$ cat src/rtl/layer0_feature_packer.sv
// rtl/layer0_feature_packer.sv - thresholds signed samples into 1-bit features and packs N_FEAT per frame for layer 0.
// Optional frame-length checking (s_last, DISCARD state, frame_err) is enabled by LAYER0_PACKER_FRAME_CHECK_EN.
module layer0_feature_packer #(
  parameter int N_FEAT   = 16,
  parameter int SAMPLE_W = 12,
  parameter int FCNT_W   = 16,
  localparam int IDX_W   = $clog2(N_FEAT)
) (
  input  logic                clk,
  input  logic                rst_n,
  input  logic                s_valid,
  output logic                s_ready,
  input  logic [SAMPLE_W-1:0] s_data,
  input  logic                s_last,
  input  logic                thr_we,
  input  logic [IDX_W-1:0]    thr_addr,
  input  logic [SAMPLE_W-1:0] thr_data,
  output logic                m_valid,
  input  logic                m_ready,
  output logic [N_FEAT-1:0]   m_feat,
  output logic                frame_err,
  output logic [FCNT_W-1:0]   frame_cnt
);

  localparam logic [IDX_W-1:0] LAST_IDX = IDX_W'(N_FEAT - 1);

  logic [SAMPLE_W-1:0] thr_q [N_FEAT];
  logic [SAMPLE_W-1:0] thr_d [N_FEAT];
  logic [IDX_W-1:0]    idx_q, idx_d;
  logic [N_FEAT-1:0]   asm_q, asm_d;
  logic [N_FEAT-1:0]   m_feat_q, m_feat_d;
  logic                m_valid_q, m_valid_d;
  logic [FCNT_W-1:0]   frame_cnt_q, frame_cnt_d;

  logic                last_idx;
  logic                accept;
  logic                cur_bit;
  logic [N_FEAT-1:0]   asm_with_cur;

`ifdef LAYER0_PACKER_FRAME_CHECK_EN
  typedef enum logic {COLLECT, DISCARD} state_t;
  state_t state_q, state_d;
  logic   frame_err_q, frame_err_d;
`else
  logic   unused_s_last;
  assign unused_s_last = s_last;
`endif

  assign last_idx = (idx_q == LAST_IDX);
  // Only a completing sample needs the output register, so stall just at the last index.
  assign s_ready  = !(last_idx && m_valid_q && !m_ready);
  assign accept   = s_valid && s_ready;
  assign cur_bit  = ($signed(s_data) >= $signed(thr_q[idx_q]));

  always_comb begin
    asm_with_cur        = asm_q;
    asm_with_cur[idx_q] = cur_bit;
  end

  always_comb begin
    for (int i = 0; i < N_FEAT; i++) begin
      thr_d[i] = thr_q[i];
    end
    if (thr_we && (32'(thr_addr) < N_FEAT)) begin
      thr_d[thr_addr] = thr_data;
    end
  end

  always_comb begin
    idx_d       = idx_q;
    asm_d       = asm_q;
    m_feat_d    = m_feat_q;
    m_valid_d   = m_valid_q && !m_ready;
    frame_cnt_d = frame_cnt_q + FCNT_W'(m_valid_q && m_ready);
`ifdef LAYER0_PACKER_FRAME_CHECK_EN
    state_d     = state_q;
    frame_err_d = 1'b0;
    if (accept) begin
      if (state_q == DISCARD) begin
        if (s_last) begin
          state_d = COLLECT;
          idx_d   = '0;
          asm_d   = '0;
        end
      end else if (last_idx) begin
        idx_d = '0;
        asm_d = '0;
        if (s_last) begin
          m_feat_d  = asm_with_cur;
          m_valid_d = 1'b1;
        end else begin
          frame_err_d = 1'b1;
          state_d     = DISCARD;
        end
      end else if (s_last) begin
        idx_d       = '0;
        asm_d       = '0;
        frame_err_d = 1'b1;
      end else begin
        idx_d = idx_q + IDX_W'(1);
        asm_d = asm_with_cur;
      end
    end
`else
    if (accept) begin
      if (last_idx) begin
        idx_d     = '0;
        asm_d     = '0;
        m_feat_d  = asm_with_cur;
        m_valid_d = 1'b1;
      end else begin
        idx_d = idx_q + IDX_W'(1);
        asm_d = asm_with_cur;
      end
    end
`endif
  end

  always_ff @(posedge clk or negedge rst_n) begin
    if (!rst_n) begin
      for (int i = 0; i < N_FEAT; i++) begin
        thr_q[i] <= '0;
      end
      idx_q       <= '0;
      asm_q       <= '0;
      m_feat_q    <= '0;
      m_valid_q   <= 1'b0;
      frame_cnt_q <= '0;
`ifdef LAYER0_PACKER_FRAME_CHECK_EN
      state_q     <= COLLECT;
      frame_err_q <= 1'b0;
`endif
    end else begin
      for (int i = 0; i < N_FEAT; i++) begin
        thr_q[i] <= thr_d[i];
      end
      idx_q       <= idx_d;
      asm_q       <= asm_d;
      m_feat_q    <= m_feat_d;
      m_valid_q   <= m_valid_d;
      frame_cnt_q <= frame_cnt_d;
`ifdef LAYER0_PACKER_FRAME_CHECK_EN
      state_q     <= state_d;
      frame_err_q <= frame_err_d;
`endif
    end
  end

  assign m_valid   = m_valid_q;
  assign m_feat    = m_feat_q;
  assign frame_cnt = frame_cnt_q;
`ifdef LAYER0_PACKER_FRAME_CHECK_EN
  assign frame_err = frame_err_q;
`else
  assign frame_err = 1'b0;
`endif

endmodule
$ cat config.mk
export PLATFORM = sky130hd
export DESIGN_NAME = layer0_feature_packer
export DESIGN_NICKNAME = d
export VERILOG_FILES = /design/src/rtl/layer0_feature_packer.sv
export SDC_FILE = /design/constraint.sdc
export NUM_CORES = 1
export LEC_CHECK = 0
export BUFFER_PORTS_ARGS = -buffer_cell sky130_fd_sc_hd__buf_4
export CORE_AREA = 10 10 149 151
export CTS_CLUSTER_SIZE = 12
export DETAILED_ROUTE_END_ITERATION = 16
export DIE_AREA = 0 0 159 161
export GPL_ROUTABILITY_DRIVEN = 0
export PLACE_DENSITY = 0.79
export SETUP_SLACK_MARGIN = 0.2
export SLEW_MARGIN = 20
export SYNTH_ARGS = -nofsm -noshare
export SYNTH_HDL_FRONTEND = slang
export SYNTH_SLANG_ARGS = --single-unit
$ cat constraint.sdc
create_clock -name clk -period 4.05 [get_ports clk]
set_input_delay 0.2025 -clock clk [delete_from_list [all_inputs] [get_ports clk]]
set_output_delay 0.2025 -clock clk [all_outputs]
set_load 0.1 [all_outputs]
==> results by group, run 1 <==
Setup path
  • CP peak stage delay: slightly below 800 ps
  • Crit path max-delay family: multiplexers
  • Most common cell on crit path: nand4_1
  • Crit path kind: reg2reg
  • R2r startpoint: idx_q[1]
  • CP required: around 4500 ps
  • WP buf/inv: 2
  • Reg2Reg Depth: 11
  • Critical path's slowest cell: dfrtp_2
  • Worst-path cell chain: buf_4 > mux4_1 > mux4_2 > inv_1 > ha_1 > nand4_1 > nor3_1 > o21ai_0 > nand4_1 > a221oi_2 > a221oi_1
  • Reg2Reg Capture Point: m_feat[14]
  • Startpoint class of the critical path: flip-flop
  • CP Capture Type: flip-flop
  • Largest fanout on the critical path: 26
  • Reg-to-reg setup timing slack: 430 ps
  • CP Data Arrival Time: just over 4000 ps

Pwr
  • PD cells: about 700 nW/um^2
  • Switching share of power: 0.351
  • Internal power: 5790 uW
  • Pleak: between 0.005 and 0.006 uW
  • Reg power frac: 0.388
  • Max IR drop VDD: about 330 uV
  • Switching power: 3130 uW
  • Clock Power Share: 0.253
  • Combinational fraction of design power: 0.359

Worst hold path
  • Hold Path End: idx_q[2]
  • HP Class: in2reg
  • Worst Min Path Start: s_valid
  • WHS Path Cells: 3

Yosys
  • Top cells by area, synth: dfrtp_1 53%, mux2_2 19%, mux4_1 8.2%, mux4_2 4.7%, ha_1 2.0%
  • Sequential share of the synthesized area: 0.531
  • Syn nets: around 860
  • Post-synthesis cell area: between 10000 and 15000 um^2
  • Post-synth EDFFs: 0
  • Syn Area/Cell: around 14 um^2
  • Synth warn: 0
  • Syn Inst Count: ~800
  • Seq cells post-synth: roughly 240
  • Top cells by count, synth: 244 x dfrtp_1, 193 x mux2_2, 40 x nor2_1
  • Most frequent cell after synthesis: dfrtp_1
  • Top cell type's share of synthesized area: 0.531
  • Top_reg_cell synth: dfrtp_1
  • FFs w/ async S/R, synth: 1.00
  • Cell variety after synth: 40
  • Yosys top cell by area: dfrtp_1

Clock network
  • Clock Pin Slew Worst Setup and Hold Paths: ~60 ps
  • H-tree levels: 1
  • Bufs on Longest Clock Path: 3
  • CTS root buf: clkbuf_16
  • CTS tree: built
  • TritonCTS buffer count: 26
  • Worst skew pair latency: roughly 520 ps
  • # clock sinks: approximately 240

Die
  • IO Pins: slightly below 70
  • Die area: ~26000 um^2
  • Initial core utilization: 0.599
  • Cell row count: 51
  • Die width: between 150 and 200 um
  • Core Area: 19200 um^2
  • Die height: roughly 160 um

Finish
  • ANT cells: 0
  • Fin util: 0.681
  • Final Net Count: a little over 900
  • Layout cells sized above 1: 0.400
  • Area Growth Syn to Fin: 13.7%
  • Non-Filler Instances: 1143

Detailed routing
  • DR vias/cell: between 6 and 7
  • Final WL: 26.0 mm
  • Vias: about 7000
  • Post-DRT Antenna Nets: 0
  • # DRC: 0
  • Drt first-iter violations: 460
  • Drt wl/cell: 22.7 um
  • Drt pass-1 iters: 5

Run
  • Max Cap Violations: 0

STA
  • Fin crit share: 0.894
  • Hold_ws: about 15 ps
  • Final setup vio count: 0
  • Max-Slew Margin vs Limit: 0.322
  • Setup TNS: 0 ps
  • Final Hold Vio Count: 0
  • Final Max Slew Viols: 0
  • Clock skew: around 5.3 ps
  • Tightest Pin Transition: between 1000 and 1500 ps
  • Min cycle time layout: 3620 ps
  • Unrepaired setup endpoints after global routing: no
  • Max Freq: 276 MHz

Place
  • PortBufs: 66
  • Detail Placement HPWL: between 15 and 20 mm
  • Placed cells: ~1100

Global route
  • Initial antenna violation count: 0
  • Largest net degree at the start of global routing: 135
  • Vias in the first global route: between 7000 and 8000
  • First-pass GRT wire length: around 41 mm
  • Total gr overflow: 0
  • Total GRT Usage: 0.197

Run status
  • Outcome: finished clean
[timing repair]
| item | 4_1_cts | 5_1_grt |
|---|---|---|
| gates resized for setup | 1 | 0 |
| buffers inserted | 0 | 1 |
| hold buffers | 2 | 0 |
| setup endpoints to repair | 1 | 2 |
| hold endpoints to repair | 131 | 0 |
[power groups by stage]
stage	Combinational, uW	Sequential, uW	Clock (uW)
floorplan	1910	3900	0
detailed placement	3150	3510	0
finish	3200	3460	2250
CTS	3180	3470	2290
global placement	3020	3430	0
global route	3430	3530	2390
[logic make-up after synthesis]
kind of cell	after synthesis	synth area share
flops	244	0.531
simple gates	118	0.0484
buf+inv	75	0.0311
xor+xnor	15	0.0114
fa+ha+maj	18	0.0196
mux	253	0.318
compound gates	82	0.0401
other cells	1	0.000326
[tightest hold or removal path: cells and delay by family]
family	cells	cell delay, ps
buffers and inverters	1	130
and+or+nand+nor	1	90
xor gates and xnor gates	1	70
[sequential cells by signal, indices dropped and copies added (netlist names)]
register,flops
thr_q,192
frame_cnt,16
m_feat,16
asm_q,15
idx_q,4
m_valid,1
[cells in the final DEF, fill, tap and decap left out, types with 11 or more instances in the layout]
cell type,count
dfrtp_1,242
mux2_2,193
buf_4,82
a21oi_1,38
mux4_1,36
nor2_1,35
o21ai_0,32
nand2_1,29
clkbuf_16,27
mux4_2,24
ha_1,18
inv_1,15
nand3_1,15
xnor2_1,11
[area by class of cell]
type | count | area, um^2
sequential | 244 | 6110
tap | 265 | 332
multi-input combinational | 487 | 5050
fill | 1246 | 6130
timing repair buffer | 88 | 706
inverter | 15 | 56.3
clock inverter | 4 | 20.0
clock buffer | 40 | 795
[routing by layer]
metal / vias to the layer above / global-route usage / part of all wire
li1: 3071 / - / -
met1: 3651 / 0.234 / 0.40
met2: 198 / 0.357 / 0.52
met3: 51 / 0.0356 / 0.054
met4: 0 / 0.0632 / 0.026
met5: - / 0 / 0
[stage by stage]
step	power (uW)	setup WS [ps]	area [um^2]
final	8910	428	13100
after global routing	9350	281	13100
after CTS	8940	372	13100
after detailed placement	6660	223	12200
after global placement	6460	273	12200
after floorplan	5810	844	11500
[worst max path at each step]
stage	endpoint	startpoint	slack, ps	cells after the start
3_5_place_dp	m_feat[14]	idx_q[0]	220	11
5_1_grt	m_feat[14]	idx_q[1]	280	11
6_report	m_feat[14]	idx_q[1]	430	11
4_1_cts	m_feat[14]	idx_q[0]	370	11
2_1_floorplan	asm_q[10]	idx_q[0]	840	13
3_3_place_gp	m_feat[13]	idx_q[0]	270	11
(Power assumes the default switching activity.)
==> run 2: changes to the inputs <==
--- a/config.mk
+++ b/config.mk
@@ -11,7 +11,7 @@
 export DETAILED_ROUTE_END_ITERATION = 16
 export DIE_AREA = 0 0 159 161
 export GPL_ROUTABILITY_DRIVEN = 0
-export PLACE_DENSITY = 0.79
+export PLACE_DENSITY = 0.87
 export SETUP_SLACK_MARGIN = 0.2
 export SLEW_MARGIN = 20
 export SYNTH_ARGS = -nofsm -noshare
==> run 2 against run 1 <==
Against the previous run: fmax down 0.91%; critical endpoint is now m_feat[12]; global-route usage is 0.058 points lower; clock skew rose by 15 ps; die area unchanged; register-to-register slack worse by 30 ps.
==> results by group, run 2 (synthesis results as in run 1) <==
Pwr
  • Total power: a little under 9000 uW
  • PD cells: 678 nW/um^2
  • Pleak: between 0.005 and 0.006 uW
  • Max IR drop VDD: 384 uV

Finish
  • Non-Filler Instances: about 1100
  • Final Net Count: 912
  • Layout cells sized above 1: 0.398
  • Largest Register: thr_q
  • Commonest non-fill, non-tap cell in the layout: dfrtp_1
  • Commonest cells after routing, fill and taps aside: 242 x dfrtp_1, 193 x mux2_2, 79 x buf_4
  • Max FFs per register: roughly 190
  • ANT cells: 0
  • Area Growth Syn to Fin: 13.5%

Clock network
  • # clock sinks: about 240
  • Post-CTS Setup Bufs: 0
  • H-tree levels: 1
  • Worst skew pair latency: 540 ps
  • CTS root buf: clkbuf_16
  • TritonCTS buffer count: 26
  • CTS tree: built
  • Clock Pin Slew Worst Setup and Hold Paths: 60 ps
  • Bufs on Longest Clock Path: 3

Detailed routing
  • Drt pass-1 iters: 7
  • Vias: around 7000
  • Met3 WL post-DR: 1.54 mm
  • Highest metal used: met4
  • Metal2 WL: around 13 mm
  • Drt wl/cell: roughly 22 um
  • DR vias/cell: 6.12
  • Post-DRT Antenna Nets: 0
  • Final WL: ~26 mm
  • Post-Route M1 WL: 10.5 mm
  • # DRC: 0
  • Drt first-iter violations: approximately 630

Run status
  • Outcome: finished clean

Global route
  • Vias in the first global route: 7278
  • First-pass GRT wire length: 40.7 mm
  • Total GRT Usage: 0.197
  • Initial antenna violation count: 0
  • Largest net degree at the start of global routing: 120
  • Total gr overflow: 0

Die
  • Cell row count: a little over 50
  • Die width: between 150 and 200 um
  • Die area: 25600 um^2
  • Initial core utilization: 0.599
  • IO Pins: 69
  • Core Area: a little under 20000 um^2
  • Die height: between 150 and 200 um

STA
  • Final Hold Vio Count: 0
  • Setup TNS: 0 ps
  • Unrepaired setup endpoints after global routing: no
  • Max-Slew Margin vs Limit: 0.276
  • Max Freq: between 200 and 300 MHz
  • Tightest Pin Transition: 1080 ps
  • Final setup vio count: 0
  • Clock skew: ~20 ps
  • Hold_ws: roughly 23 ps
  • Final Max Slew Viols: 0
  • Min cycle time layout: 3660 ps
  • Fin crit share: 0.903

Setup path
  • Reg2Reg Depth: 11
  • CP Capture Type: flip-flop
  • CP Data Arrival Time: just over 4000 ps
  • CP required: 4470 ps
  • Most common cell on crit path: nand4_1
  • Crit path kind: reg2reg
  • Startpoint class of the critical path: flip-flop
  • CP peak stage delay: about 600 ps
  • Largest fanout on the critical path: 25
  • Worst-path cell chain: buf_12 > mux4_1 > mux4_2 > inv_1 > ha_1 > nand4_1 > nor3_1 > o21ai_0 > nand4_1 > a221oi_2 > a221oi_1
  • Critical path's slowest cell: mux4_1

Run
  • Max Cap Violations: 0

Place
  • PortBufs: 66
  • Detail Placement HPWL: between 15 and 20 mm
  • Placed cells: 1094

Worst hold path
  • WHS Path Cells: 2
  • HP Class: in2reg
==> run 2: worst paths after layout <==
| path | start | end | slack, ps |
|---|---|---|---|
| max | idx_q[0] | m_feat[12] | 390 |
| min | thr_data[7] | thr_q[19] | 20 |
| max reg2reg | idx_q[0] | m_feat[12] | 390 |
| min reg2reg | frame_cnt[15] | frame_cnt[15] | 480 |
| max in group asynchronous | rst_n | m_feat[8] | 2690 |
| min in group asynchronous | rst_n | frame_cnt[15] | 330 |
==> run 2: where the power goes <==
part | total, uW | switching, uW | internal [uW]
combinational | 3190 | 1780 | 1410
clock | 2210 | 915 | 1300
sequential | 3440 | 404 | 3040
total | 8840 | 3100 | 5750
==> run 2: through the flow <==
stage	area, um^2	setup WS [ps]	util
2_1_floorplan	11500	844	-
3_3_place_gp	12200	418	0.636
3_5_place_dp	12200	378	0.636
4_1_cts	13100	317	0.680
5_1_grt	13100	251	0.680
6_report	13100	395	0.680
==> run 2: layout make-up <==
cell class,instances,area (um^2)
clock buffers,38,766
clock inverters,4,35.0
fillers,1255,6150
inverters,15,56.3
multi-input cells,487,5060
flip-flops and latches,244,6110
well taps,265,332
repair buffers,86,698
==> run 2: critical path, delay by kind of cell (launching register included) <==
family                   cells  cell delay (ps)
multiplexers                 2             1130
AO/OA/AOI/OAI                3              590
flip-flops                   1              580
AND/OR/NAND/NOR              3              700
buffers and inverters        2              350
adder cells (fa/ha/maj)      1              160
==> run 2: layer usage <==
| metal | up-vias | global-route usage |
|---|---|---|
| li1 | 3075 | - |
| met1 | 3629 | 0.251 |
| met2 | 227 | 0.341 |
| met3 | 44 | 0.0343 |
| met4 | 0 | 0.0535 |
| met5 | - | 0 |
==> run 2: what timing repair did <==
| action | CTS | global route |
|---|---|---|
| gates resized for setup | 0 | 1 |
| hold buffers | 3 | 0 |
| endpoints found under the hold margin | 119 | 0 |
| endpoints found under the setup margin | 0 | 3 |
